<file path="src/rtl/mips_mem_pkg.sv">
// Shared encodings for the load/store unit.
// Access sizes, FSM states and the alignment rule.
package mips_mem_pkg;

    typedef enum logic [1:0] {
        SIZE_BYTE = 2'b00,
        SIZE_HALF = 2'b01,
        SIZE_WORD = 2'b10,
        SIZE_ILL  = 2'b11
    } size_e;

    typedef enum logic [1:0] {
        IDLE  = 2'b00,
        READ  = 2'b01,
        WRITE = 2'b10,
        RESP  = 2'b11
    } state_e;

    // A request is bad if it is illegal or crosses its natural alignment.
    function automatic logic misaligned(size_e size, logic [1:0] off);
        logic bad;
        bad = 1'b0;
        unique case (size)
            SIZE_BYTE: bad = 1'b0;
            SIZE_HALF: bad = off[0];
            SIZE_WORD: bad = (off != 2'b00);
            SIZE_ILL:  bad = 1'b1;
            default:   bad = 1'b1;
        endcase
        return bad;
    endfunction

endpackage

</file>
<file path="src/rtl/lsu_lane_align.sv">
// Byte/half lane extraction with extension for loads,
// and lane merge of new store data into an old word.
module lsu_lane_align
    import mips_mem_pkg::*;
#(
    parameter int DATA_WIDTH = 32
) (
    input  logic [DATA_WIDTH-1:0] word_i,
    input  logic [15:0]           wdata_i,
    input  size_e                 size_i,
    input  logic [1:0]            off_i,
    input  logic                  unsigned_i,
    output logic [DATA_WIDTH-1:0] load_o,
    output logic [DATA_WIDTH-1:0] merge_o
);

    logic [7:0]  b_lane;
    logic [15:0] h_lane;

    // Little-endian lane pick, extend for loads, replace lanes for stores.
    always_comb begin
        b_lane  = word_i[{off_i, 3'b000} +: 8];
        h_lane  = word_i[{off_i[1], 4'b0000} +: 16];
        load_o  = word_i;
        merge_o = word_i;
        unique case (size_i)
            SIZE_BYTE: begin
                load_o = {{(DATA_WIDTH-8){b_lane[7] & ~unsigned_i}}, b_lane};
                merge_o[{off_i, 3'b000} +: 8] = wdata_i[7:0];
            end
            SIZE_HALF: begin
                load_o = {{(DATA_WIDTH-16){h_lane[15] & ~unsigned_i}}, h_lane};
                merge_o[{off_i[1], 4'b0000} +: 16] = wdata_i;
            end
            SIZE_WORD: ;
            SIZE_ILL:  ;
            default:   ;
        endcase
    end

endmodule

</file>
<file path="src/rtl/load_store_unit.sv">
// Load/store unit: one request at a time against a word-indexed memory.
// Sub-word stores are done as read-modify-write.
module load_store_unit
    import mips_mem_pkg::*;
#(
    parameter int DATA_WIDTH = 32,
    parameter int ADDR_WIDTH = 32
) (
    input  logic                  clk,
    input  logic                  rst,
    input  logic                  req_valid,
    output logic                  req_ready,
    input  logic                  req_we,
    input  logic [1:0]            req_size,
    input  logic                  req_unsigned,
    input  logic [ADDR_WIDTH-1:0] req_addr,
    input  logic [DATA_WIDTH-1:0] req_wdata,
    output logic                  resp_valid,
    input  logic                  resp_ready,
    output logic [DATA_WIDTH-1:0] resp_rdata,
    output logic                  resp_err,
    output logic [DATA_WIDTH-1:0] mem_address,
    output logic [DATA_WIDTH-1:0] mem_wd,
    output logic                  mem_we,
    output logic                  mem_re,
    input  logic [DATA_WIDTH-1:0] mem_rd
);

    state_e                state_q;
    size_e                 size_q;
    logic [1:0]            off_q;
    logic                  we_q;
    logic                  uns_q;
    logic [15:0]           wdata_q;
    logic                  resp_valid_q;
    logic                  resp_err_q;
    logic [DATA_WIDTH-1:0] resp_rdata_q;
    logic [DATA_WIDTH-1:0] mem_address_q;
    logic [DATA_WIDTH-1:0] mem_wd_q;
    logic                  mem_we_q;
    logic                  mem_re_q;
    logic [DATA_WIDTH-1:0] load_data;
    logic [DATA_WIDTH-1:0] merge_data;
    size_e                 req_size_e;

    assign req_size_e  = size_e'(req_size);
    assign req_ready   = (state_q == IDLE) && !rst;
    assign resp_valid  = resp_valid_q;
    assign resp_err    = resp_err_q;
    assign resp_rdata  = resp_rdata_q;
    assign mem_address = mem_address_q;
    assign mem_wd      = mem_wd_q;
    assign mem_we      = mem_we_q;
    assign mem_re      = mem_re_q;

    lsu_lane_align #(
        .DATA_WIDTH(DATA_WIDTH)
    ) u_align (
        .word_i    (mem_rd),
        .wdata_i   (wdata_q),
        .size_i    (size_q),
        .off_i     (off_q),
        .unsigned_i(uns_q),
        .load_o    (load_data),
        .merge_o   (merge_data)
    );

    // Request FSM; memory strobes are registered so they align with states.
    always_ff @(posedge clk or posedge rst) begin
        if (rst) begin
            state_q       <= IDLE;
            size_q        <= SIZE_BYTE;
            off_q         <= 2'b00;
            we_q          <= 1'b0;
            uns_q         <= 1'b0;
            wdata_q       <= '0;
            resp_valid_q  <= 1'b0;
            resp_err_q    <= 1'b0;
            resp_rdata_q  <= '0;
            mem_address_q <= '0;
            mem_wd_q      <= '0;
            mem_we_q      <= 1'b0;
            mem_re_q      <= 1'b0;
        end else begin
            mem_we_q <= 1'b0;
            mem_re_q <= 1'b0;
            unique case (state_q)
                IDLE: begin
                    if (req_valid) begin
                        size_q        <= req_size_e;
                        off_q         <= req_addr[1:0];
                        we_q          <= req_we;
                        uns_q         <= req_unsigned;
                        wdata_q       <= req_wdata[15:0];
                        mem_address_q <= DATA_WIDTH'(req_addr[ADDR_WIDTH-1:2]);
                        if (misaligned(req_size_e, req_addr[1:0])) begin
                            state_q      <= RESP;
                            resp_valid_q <= 1'b1;
                            resp_err_q   <= 1'b1;
                            resp_rdata_q <= '0;
                        end else if (req_we && req_size_e == SIZE_WORD) begin
                            state_q  <= WRITE;
                            mem_we_q <= 1'b1;
                            mem_wd_q <= req_wdata;
                        end else begin
                            state_q  <= READ;
                            mem_re_q <= 1'b1;
                        end
                    end
                end
                READ: begin
                    if (we_q) begin
                        state_q  <= WRITE;
                        mem_we_q <= 1'b1;
                        mem_wd_q <= merge_data;
                    end else begin
                        state_q      <= RESP;
                        resp_valid_q <= 1'b1;
                        resp_err_q   <= 1'b0;
                        resp_rdata_q <= load_data;
                    end
                end
                WRITE: begin
                    state_q      <= RESP;
                    resp_valid_q <= 1'b1;
                    resp_err_q   <= 1'b0;
                    resp_rdata_q <= '0;
                end
                RESP: begin
                    if (resp_ready) begin
                        state_q      <= IDLE;
                        resp_valid_q <= 1'b0;
                        resp_err_q   <= 1'b0;
                        resp_rdata_q <= '0;
                    end
                end
                default: state_q <= IDLE;
            endcase
        end
    end

endmodule

</file>
<file path="config.mk">
export PLATFORM = sky130hd
export DESIGN_NAME = load_store_unit
export DESIGN_NICKNAME = d
export VERILOG_FILES = /design/src/rtl/mips_mem_pkg.sv /design/src/rtl/lsu_lane_align.sv /design/src/rtl/load_store_unit.sv
export SDC_FILE = /design/constraint.sdc
export NUM_CORES = 1
export LEC_CHECK = 0
export CORE_MARGIN = 10
export CORE_UTILIZATION = 43
export DETAILED_ROUTE_END_ITERATION = 10
export GPL_TIMING_DRIVEN = 0
export MAX_ROUTING_LAYER = met4
export PLACE_DENSITY = 0.75
export SYNTH_ARGS = -nofsm -noshare
export SYNTH_HDL_FRONTEND = slang
export SYNTH_SLANG_ARGS = --single-unit
</file>
<file path="constraint.sdc">
create_clock -name clk -period 4.8 [get_ports clk]
set_input_delay 1.44 -clock clk [delete_from_list [all_inputs] [get_ports clk]]
set_output_delay 1.44 -clock clk [all_outputs]
set_load 0.03 [all_outputs]
</file>
## Word-level counts from Yosys, hierarchy flattened

Cells that the tools add are included.

| storage, ports and cells | value |
|---|---|
| word-level logic and storage cells | 89 |
| output and inout port bits | 101 |
| bits in registers | 122 |
| input bits | 104 |

| cells by class | value |
|---|---|
| bitwise operators | 3 |
| muxes and demuxes | 39 |
| shift-type cells | 6 |
| reductions and logical operators | 12 |
| add/subtract/negate cells | 2 |
| equal/unequal tests | 14 |

Operator list:

| operator | number |
|---|---|
| 32-bit 2-to-1 mux | 8 |
| 32-bit case mux with 2 select lines | 3 |
| 32-bit case mux with 4 select lines | 1 |
| 32-bit bitwise mux | 2 |
| 16-bit by 7-bit variable shift with 32-bit output (first input constant) | 1 |
| 8-bit by 7-bit variable shift with 32-bit output (first input constant) | 1 |
| 16-bit by 7-bit variable part select with 32-bit output | 1 |
| 32-bit by 6-bit variable part select with 16-bit output | 1 |
| 32-bit by 6-bit variable part select with 8-bit output | 1 |
| 8-bit by 7-bit variable part select with 32-bit output | 1 |
| 1-bit 2-to-1 mux | 16 |
| 5-bit negation with 7-bit output | 2 |
| 1-bit case mux with 4 select lines | 3 |
| 2-bit inequality test (second input constant) | 5 |
| 2-bit equality test (second input constant) | 4 |
| 2-bit 2-to-1 mux | 4 |
| 2-bit case mux with 4 select lines | 1 |
| 2-bit by 1-bit equality test with 1-bit output (second input constant) | 3 |
| 2-bit zero test | 3 |
| 5-bit AND reduction | 1 |
| 2-bit by 1-bit inequality test with 1-bit output (second input constant) | 2 |
| 2-bit AND reduction | 2 |
| 4-bit AND reduction | 1 |
| 2-bit nonzero test | 2 |
| 5 further kinds | 7 |

## Logic depth before layout (Yosys ltp)

| logic depth | value |
|---|---|
| word-level depth | 7 |
| gate-level depth with buffers | 9 |
| depth with buffers taken out | 6 |

## Modules after synthesis

A second synthesis with hierarchy kept.

| unflattened totals | value |
|---|---|
| cells, all modules | 809 |
| area total of the unflattened synthesis | 7299.5 um2 |

By module, submodules not included:

| module | cells each | times used | area an instance (um2) | seq. area each (um2) |
|---|---|---|---|---|
| load_store_unit | 479 | 1 | 5410.2 | 3052.9 |
| lsu_lane_align | 330 | 1 | 1889.3 | 0.0 |

## Least setup slack after synthesis

Ideal clock, no wire load.

| path | value |
|---|---|
| kind | input port to output port |
| start | input rst |
| end | output req_ready |
| cell stages on the path | 1 |
| setup slack | 1.518 ns |
| arrival | 1.842 ns |
| data required time | 3.360 ns |
| buffers on the path | 0 |
| cell sequence | nor2_1 |

| between the ends | value |
|---|---|
| word-level cells in the longest chain between the ends | 2 |

Ends and longest elaborated chain:

| element | line | RTL |
|---|---|---|
| start, declared | load_store_unit.sv:10 | `input logic rst,` |
| 1-bit zero test (no line) | n/a |  |
| 1-bit logical AND | load_store_unit.sv:47 | `assign req_ready = (state_q == IDLE) && !rst;` |
| end, declared | load_store_unit.sv:12 | `output logic req_ready,` |

Every way passes these cells.

## Worst setup path in the final report

Ends and elaborated chain as after synthesis.

==> results.md <==
Synthesis:
- The fraction of the yosys area taken by sequential cells is 0.4701.
- The distinct cell type count after synthesis is 59.
- Of the post-synthesis cell area, the dominant cell type holds 0.4701.
- The average footprint of a synthesized cell is 10.49 µm².
- Of the total synthesized cell area, the portion taken by AND, OR, NAND and NOR gates is 0.1189.
- The post-synthesis compound-gate area fraction is 0.2229.
- Counting flops with a built-in enable in the synthesized netlist gives 0.
- In this run the cell area of the synthesized design comes to 6494 µm².
- In the synthesized netlist, the number of instances is 619.
- Of the total synthesized cell area, the portion taken by XOR and XNOR cells is 0.
- The count of synthesis-stage warnings from yosys is 0.
- Of the total synthesized cell area, the portion taken by full adders, half adders and majority gates is 0.01734.
- The primary flip-flop cell chosen by synthesis mapping is sky130_fd_sc_hd__dfrtp_1.
- After synthesis the netlist holds a flip-flop and latch count of 122.
- The share of synthesized registers carrying an async set or reset is 1.000.
- By area the synthesized netlist is led by sky130_fd_sc_hd__dfrtp_1 47%, sky130_fd_sc_hd__mux2_2 9.4%, sky130_fd_sc_hd__o21ai_0 3.7%.
- After synthesis, the share of cell area in mux cells is 0.1214.
- The dominant cell type by area after synthesis is sky130_fd_sc_hd__dfrtp_1.
- The combinational family with the most area after synthesis is compound AO/OA/AOI/OAI gates.

Setup path:
- In this run the worst path has a maximum fanout of 2.
- The signal on the critical path passes through clkdlybuf4s50_1, nor2_1, clkdlybuf4s50_1.
- The most repeated library cell on the critical path is sky130_fd_sc_hd__clkdlybuf4s50_1.
- The cell with the largest stage delay on the worst path is sky130_fd_sc_hd__clkdlybuf4s50_1.
- The required time at the worst-slack endpoint is 3.36 ns.
- For the worst setup path, the data arrival time is 2.78 ns.
- The number of buffers and inverters on the critical path is 2.
- The worst setup path is captured at an output port.
- The family with the most delay on the worst path is buffers and inverters.
- By startpoint and endpoint, the worst setup path is classified as in -> out.
- For this run, the slowest stage of the critical path takes 0.71 ns.
- The startpoint kind of the worst setup timing path is a primary input.

Power and ir drop:
- The cell leakage power is 3.873 nW.
- Dividing total power by cell area gives a power density of 797.3 nW/µm².
- The maximum VDD drop is 436.7 µV.

Detailed routing:
- The first detailed-routing pass ran for 8 iterations.
- After detailed routing, the number of remaining DRC violations is 0.
- In this run, the number of DRC markers left after iteration 0 of detailed routing was 767.
- The count of nets left with antenna violations once routing finished came out at 0.
- Summing over every cut layer, the via total after detailed routing is 6098.
- Dividing the detail-routed via count by the number of cells gives 5.869.
- The final layout contains routed wiring with a total length of 24290 µm.
- The mean routed wirelength per cell is 23.38 µm.

Timing:
- Setup repair after global routing left no endpoint under its margin.
- The sum of negative setup slack is 0 ns.
- For the final database, setup skew stands at 0.007046 ns.
- The post-layout worst setup margin is 0.5778 ns.
- At the pin with the least slew margin, the transition time is 0.9529 ns.
- Final hold analysis gives a worst-case slack of 0.4895 ns.
- Setup violations remaining at the end of the flow were counted as 0.
- The relative slew slack is 0.3580.
- After layout, the minimum clock period comes to 4.222 ns.
- The number of pins exceeding their max-slew limit in the final report came to 0.
- The highest attainable clock frequency is 236.8 MHz.
- The final-report hold violation count is 0.
- In the finished design, the share of the clock period the worst path needs comes to 0.8796.

Place:
- The setup slack after placement is 0.5701 ns.
- The number of port buffers is 202.
- The detailed-placement wirelength estimate is 19010 µm.
- The final weighted congestion in routability-driven placement is 0.9538.

Floorplan:
- Pin placement for this block handled 205 I/O pins.
- The number of placement rows is 44.
- The die footprint is 20420 µm².
- The die is 142.9 µm tall.
- From left edge to right edge, the die measures 142.9 µm.
- The region available for standard cell placement spans 14640 µm².
- The initial utilization of the core area, before any placement, comes to 0.4434.

Global route:
- The pin count of the biggest net entering global routing is 103.
- The overall overflow remaining after global route is 0.
- The initial antenna violation count is 0.
- The global-route wire length before repair is 37270 µm.
- The number of global-route vias before repair is 6323.
- Across every metal layer, demand over resource in global routing totals 0.2423.

CTS:
- The number of gates resized after CTS was 0.
- The clock tree from TritonCTS is done.
- The root buffer cell is sky130_fd_sc_hd__clkbuf_16.
- The cts-stage hold buffer count is 0.
- The number of buffers added for setup after CTS is 0.
- The clock sink count is 122.
- At the later pin of the worst-skew pair, clock insertion delay measures 0.42 ns.
- The clock transition at the register clock pins on the worst setup and hold paths after CTS is 0.05 ns.
- The number of buffers on the longest clock path is 2.
- The number of clock buffers added by TritonCTS is 17.
- The H-tree was split into 4 levels.

Layout:
- The layout has 1180 filler cells.
- 0 antenna diodes ended up in the layout.
- The share of layout cells above drive strength 1 is 0.1333.
- In the final design database the tool counted 955 nets.
- At the end of the flow the core is filled with cells to 0.6394.
- The layout overhead on the synthesized area is 44.20%.

Worst hold path:
- The tightest min-delay check is of the reg -> reg type.

Run:
- The tool flagged a number of max-cap violations equal to 0.

Status:
- The run finished with clean final reports.
[kinds of logic after synthesis]
family                     count (synthesis)
AOI/OAI and AO/OA                        198
and+or+nand+nor                          141
DFF                                      122
buffers and inverters                     77
muxes                                     71
adders and majority gates                  9
other                                      1
[power breakdown]
group | internal (mW) | switching, mW
combinational | 1.72 | 2.59
sequential | 1.54 | 0.351
clock | 0.788 | 0.474
total | 4.05 | 3.42
[routing by layer]
| layer | track usage | routed length [µm] |
|---|---|---|
| met2 | 0.3789 | 11580 |
| met4 | 0.09121 | 519 |
| met1 | 0.3091 | 10690 |
| met5 | - | 0 |
| met3 | 0.04179 | 1502 |
[metrics by stage]
stage / instances / power, mW / instance area [µm²]
after detailed placement: 1007 / 6.168 / 8782
after global routing: 1039 / 7.871 / 9364
final: 1039 / 7.466 / 9364
after global placement: 1006 / 6.061 / 8750
after CTS: 1039 / 7.465 / 9364
after floorplan: 620 / 4.505 / 6497
[cell type report]
| cell class | count | area (µm²) | area share |
|---|---|---|---|
| clock buffer | 21 | 460.4 | 0.04917 |
| timing repair buffer | 203 | 2049 | 0.2189 |
| inverter | 27 | 106.4 | 0.01136 |
| sequential | 122 | 3053 | 0.3260 |
| clock inverter | 11 | 121.4 | 0.01296 |
| buffer | 50 | 215.2 | 0.02298 |
| multi-input combinational | 421 | 3128 | 0.3340 |
| tap | 184 | 230.2 | 0.02459 |
[synthesized netlist by cell type, types with 2 or more instances]
cell	instances
sky130_fd_sc_hd__dfrtp_1	122
sky130_fd_sc_hd__mux2_2	54
sky130_fd_sc_hd__nor2_1	49
sky130_fd_sc_hd__o21ai_0	48
sky130_fd_sc_hd__clkbuf_1	35
sky130_fd_sc_hd__nand2_1	31
sky130_fd_sc_hd__o31ai_1	30
sky130_fd_sc_hd__a221oi_1	24
sky130_fd_sc_hd__inv_1	24
sky130_fd_sc_hd__o2bb2ai_1	24
sky130_fd_sc_hd__nand2b_1	18
sky130_fd_sc_hd__a22oi_1	15
sky130_fd_sc_hd__o21ai_1	11
sky130_fd_sc_hd__buf_2	10
sky130_fd_sc_hd__a22o_1	9
sky130_fd_sc_hd__ha_1	9
sky130_fd_sc_hd__mux2i_1	9
sky130_fd_sc_hd__nand3_1	9
sky130_fd_sc_hd__or4b_1	9
sky130_fd_sc_hd__mux2_1	8
sky130_fd_sc_hd__o211ai_1	8
sky130_fd_sc_hd__a222oi_1	7
sky130_fd_sc_hd__a21oi_1	5
sky130_fd_sc_hd__nor2b_1	5
sky130_fd_sc_hd__inv_2	3
sky130_fd_sc_hd__a221o_1	2
sky130_fd_sc_hd__a31oi_1	2
sky130_fd_sc_hd__a32o_1	2
sky130_fd_sc_hd__buf_1	2
sky130_fd_sc_hd__buf_4	2
sky130_fd_sc_hd__nor3_1	2
sky130_fd_sc_hd__nor3b_1	2
sky130_fd_sc_hd__nor4bb_1	2
sky130_fd_sc_hd__o21ba_2	2
[registers in the layout, summed over array words and instances (netlist names)]
name         flops
mem_wd          32
resp_rdata      32
mem_address     30
wdata_q         16
off_q            2
size_q           2
state_q          2
mem_re           1
mem_we           1
resp_err         1
resp_valid       1
uns_q            1
we_q             1
[worst reg2reg max path, stage by stage, from the launching register on]
cell and delay [ns]:
sky130_fd_sc_hd__dfrtp_1 0.38, sky130_fd_sc_hd__clkbuf_1 0.26, sky130_fd_sc_hd__buf_2 0.30, sky130_fd_sc_hd__inv_1 0.15
sky130_fd_sc_hd__ha_1 0.39, sky130_fd_sc_hd__or3b_4 0.43, sky130_fd_sc_hd__nor4b_4 0.48, sky130_fd_sc_hd__a221oi_1 0.23
sky130_fd_sc_hd__o31ai_1 0.29
[cells in the final DEF, fill, tap and decap left out, types with 3 or more instances in the layout]
cell type                         count
sky130_fd_sc_hd__dfrtp_1            122
sky130_fd_sc_hd__o2bb2ai_1           24
sky130_fd_sc_hd__a222oi_1             7
sky130_fd_sc_hd__mux2_1               8
sky130_fd_sc_hd__inv_2                3
sky130_fd_sc_hd__a221oi_1            24
sky130_fd_sc_hd__o21ai_0             48
sky130_fd_sc_hd__a22o_1               9
sky130_fd_sc_hd__clkbuf_1            37
sky130_fd_sc_hd__clkinvlp_4           5
sky130_fd_sc_hd__or4b_1               9
sky130_fd_sc_hd__a21oi_1              5
sky130_fd_sc_hd__nor2b_1              5
sky130_fd_sc_hd__o211ai_1             8
sky130_fd_sc_hd__nand3_1              9
sky130_fd_sc_hd__mux2_2              54
sky130_fd_sc_hd__buf_2               10
sky130_fd_sc_hd__a22oi_1             15
sky130_fd_sc_hd__clkdlybuf4s50_1    202
sky130_fd_sc_hd__mux2i_1              9
sky130_fd_sc_hd__nand2_1             31
sky130_fd_sc_hd__nand2b_1            18
sky130_fd_sc_hd__inv_1               23
sky130_fd_sc_hd__clkbuf_16           17
sky130_fd_sc_hd__nor2_1              49
sky130_fd_sc_hd__clkinv_2             3
sky130_fd_sc_hd__o21ai_1             11
sky130_fd_sc_hd__ha_1                 9
sky130_fd_sc_hd__o31ai_1             30
[path summary, 6_finish.rpt]
path	start	end	slack [ns]	depth (start not counted)
max	rst	req_ready	0.58	3
min	mem_wd[12]	mem_wd[12]	0.49	2
max reg2reg	off_q[1]	mem_wd[15]	1.80	8
min reg2reg	mem_wd[12]	mem_wd[12]	0.49	2
max in group asynchronous	rst	mem_wd[27]	2.70	3
min in group asynchronous	rst	mem_address[18]	1.35	2
Power figures use the tool's default switching activity.
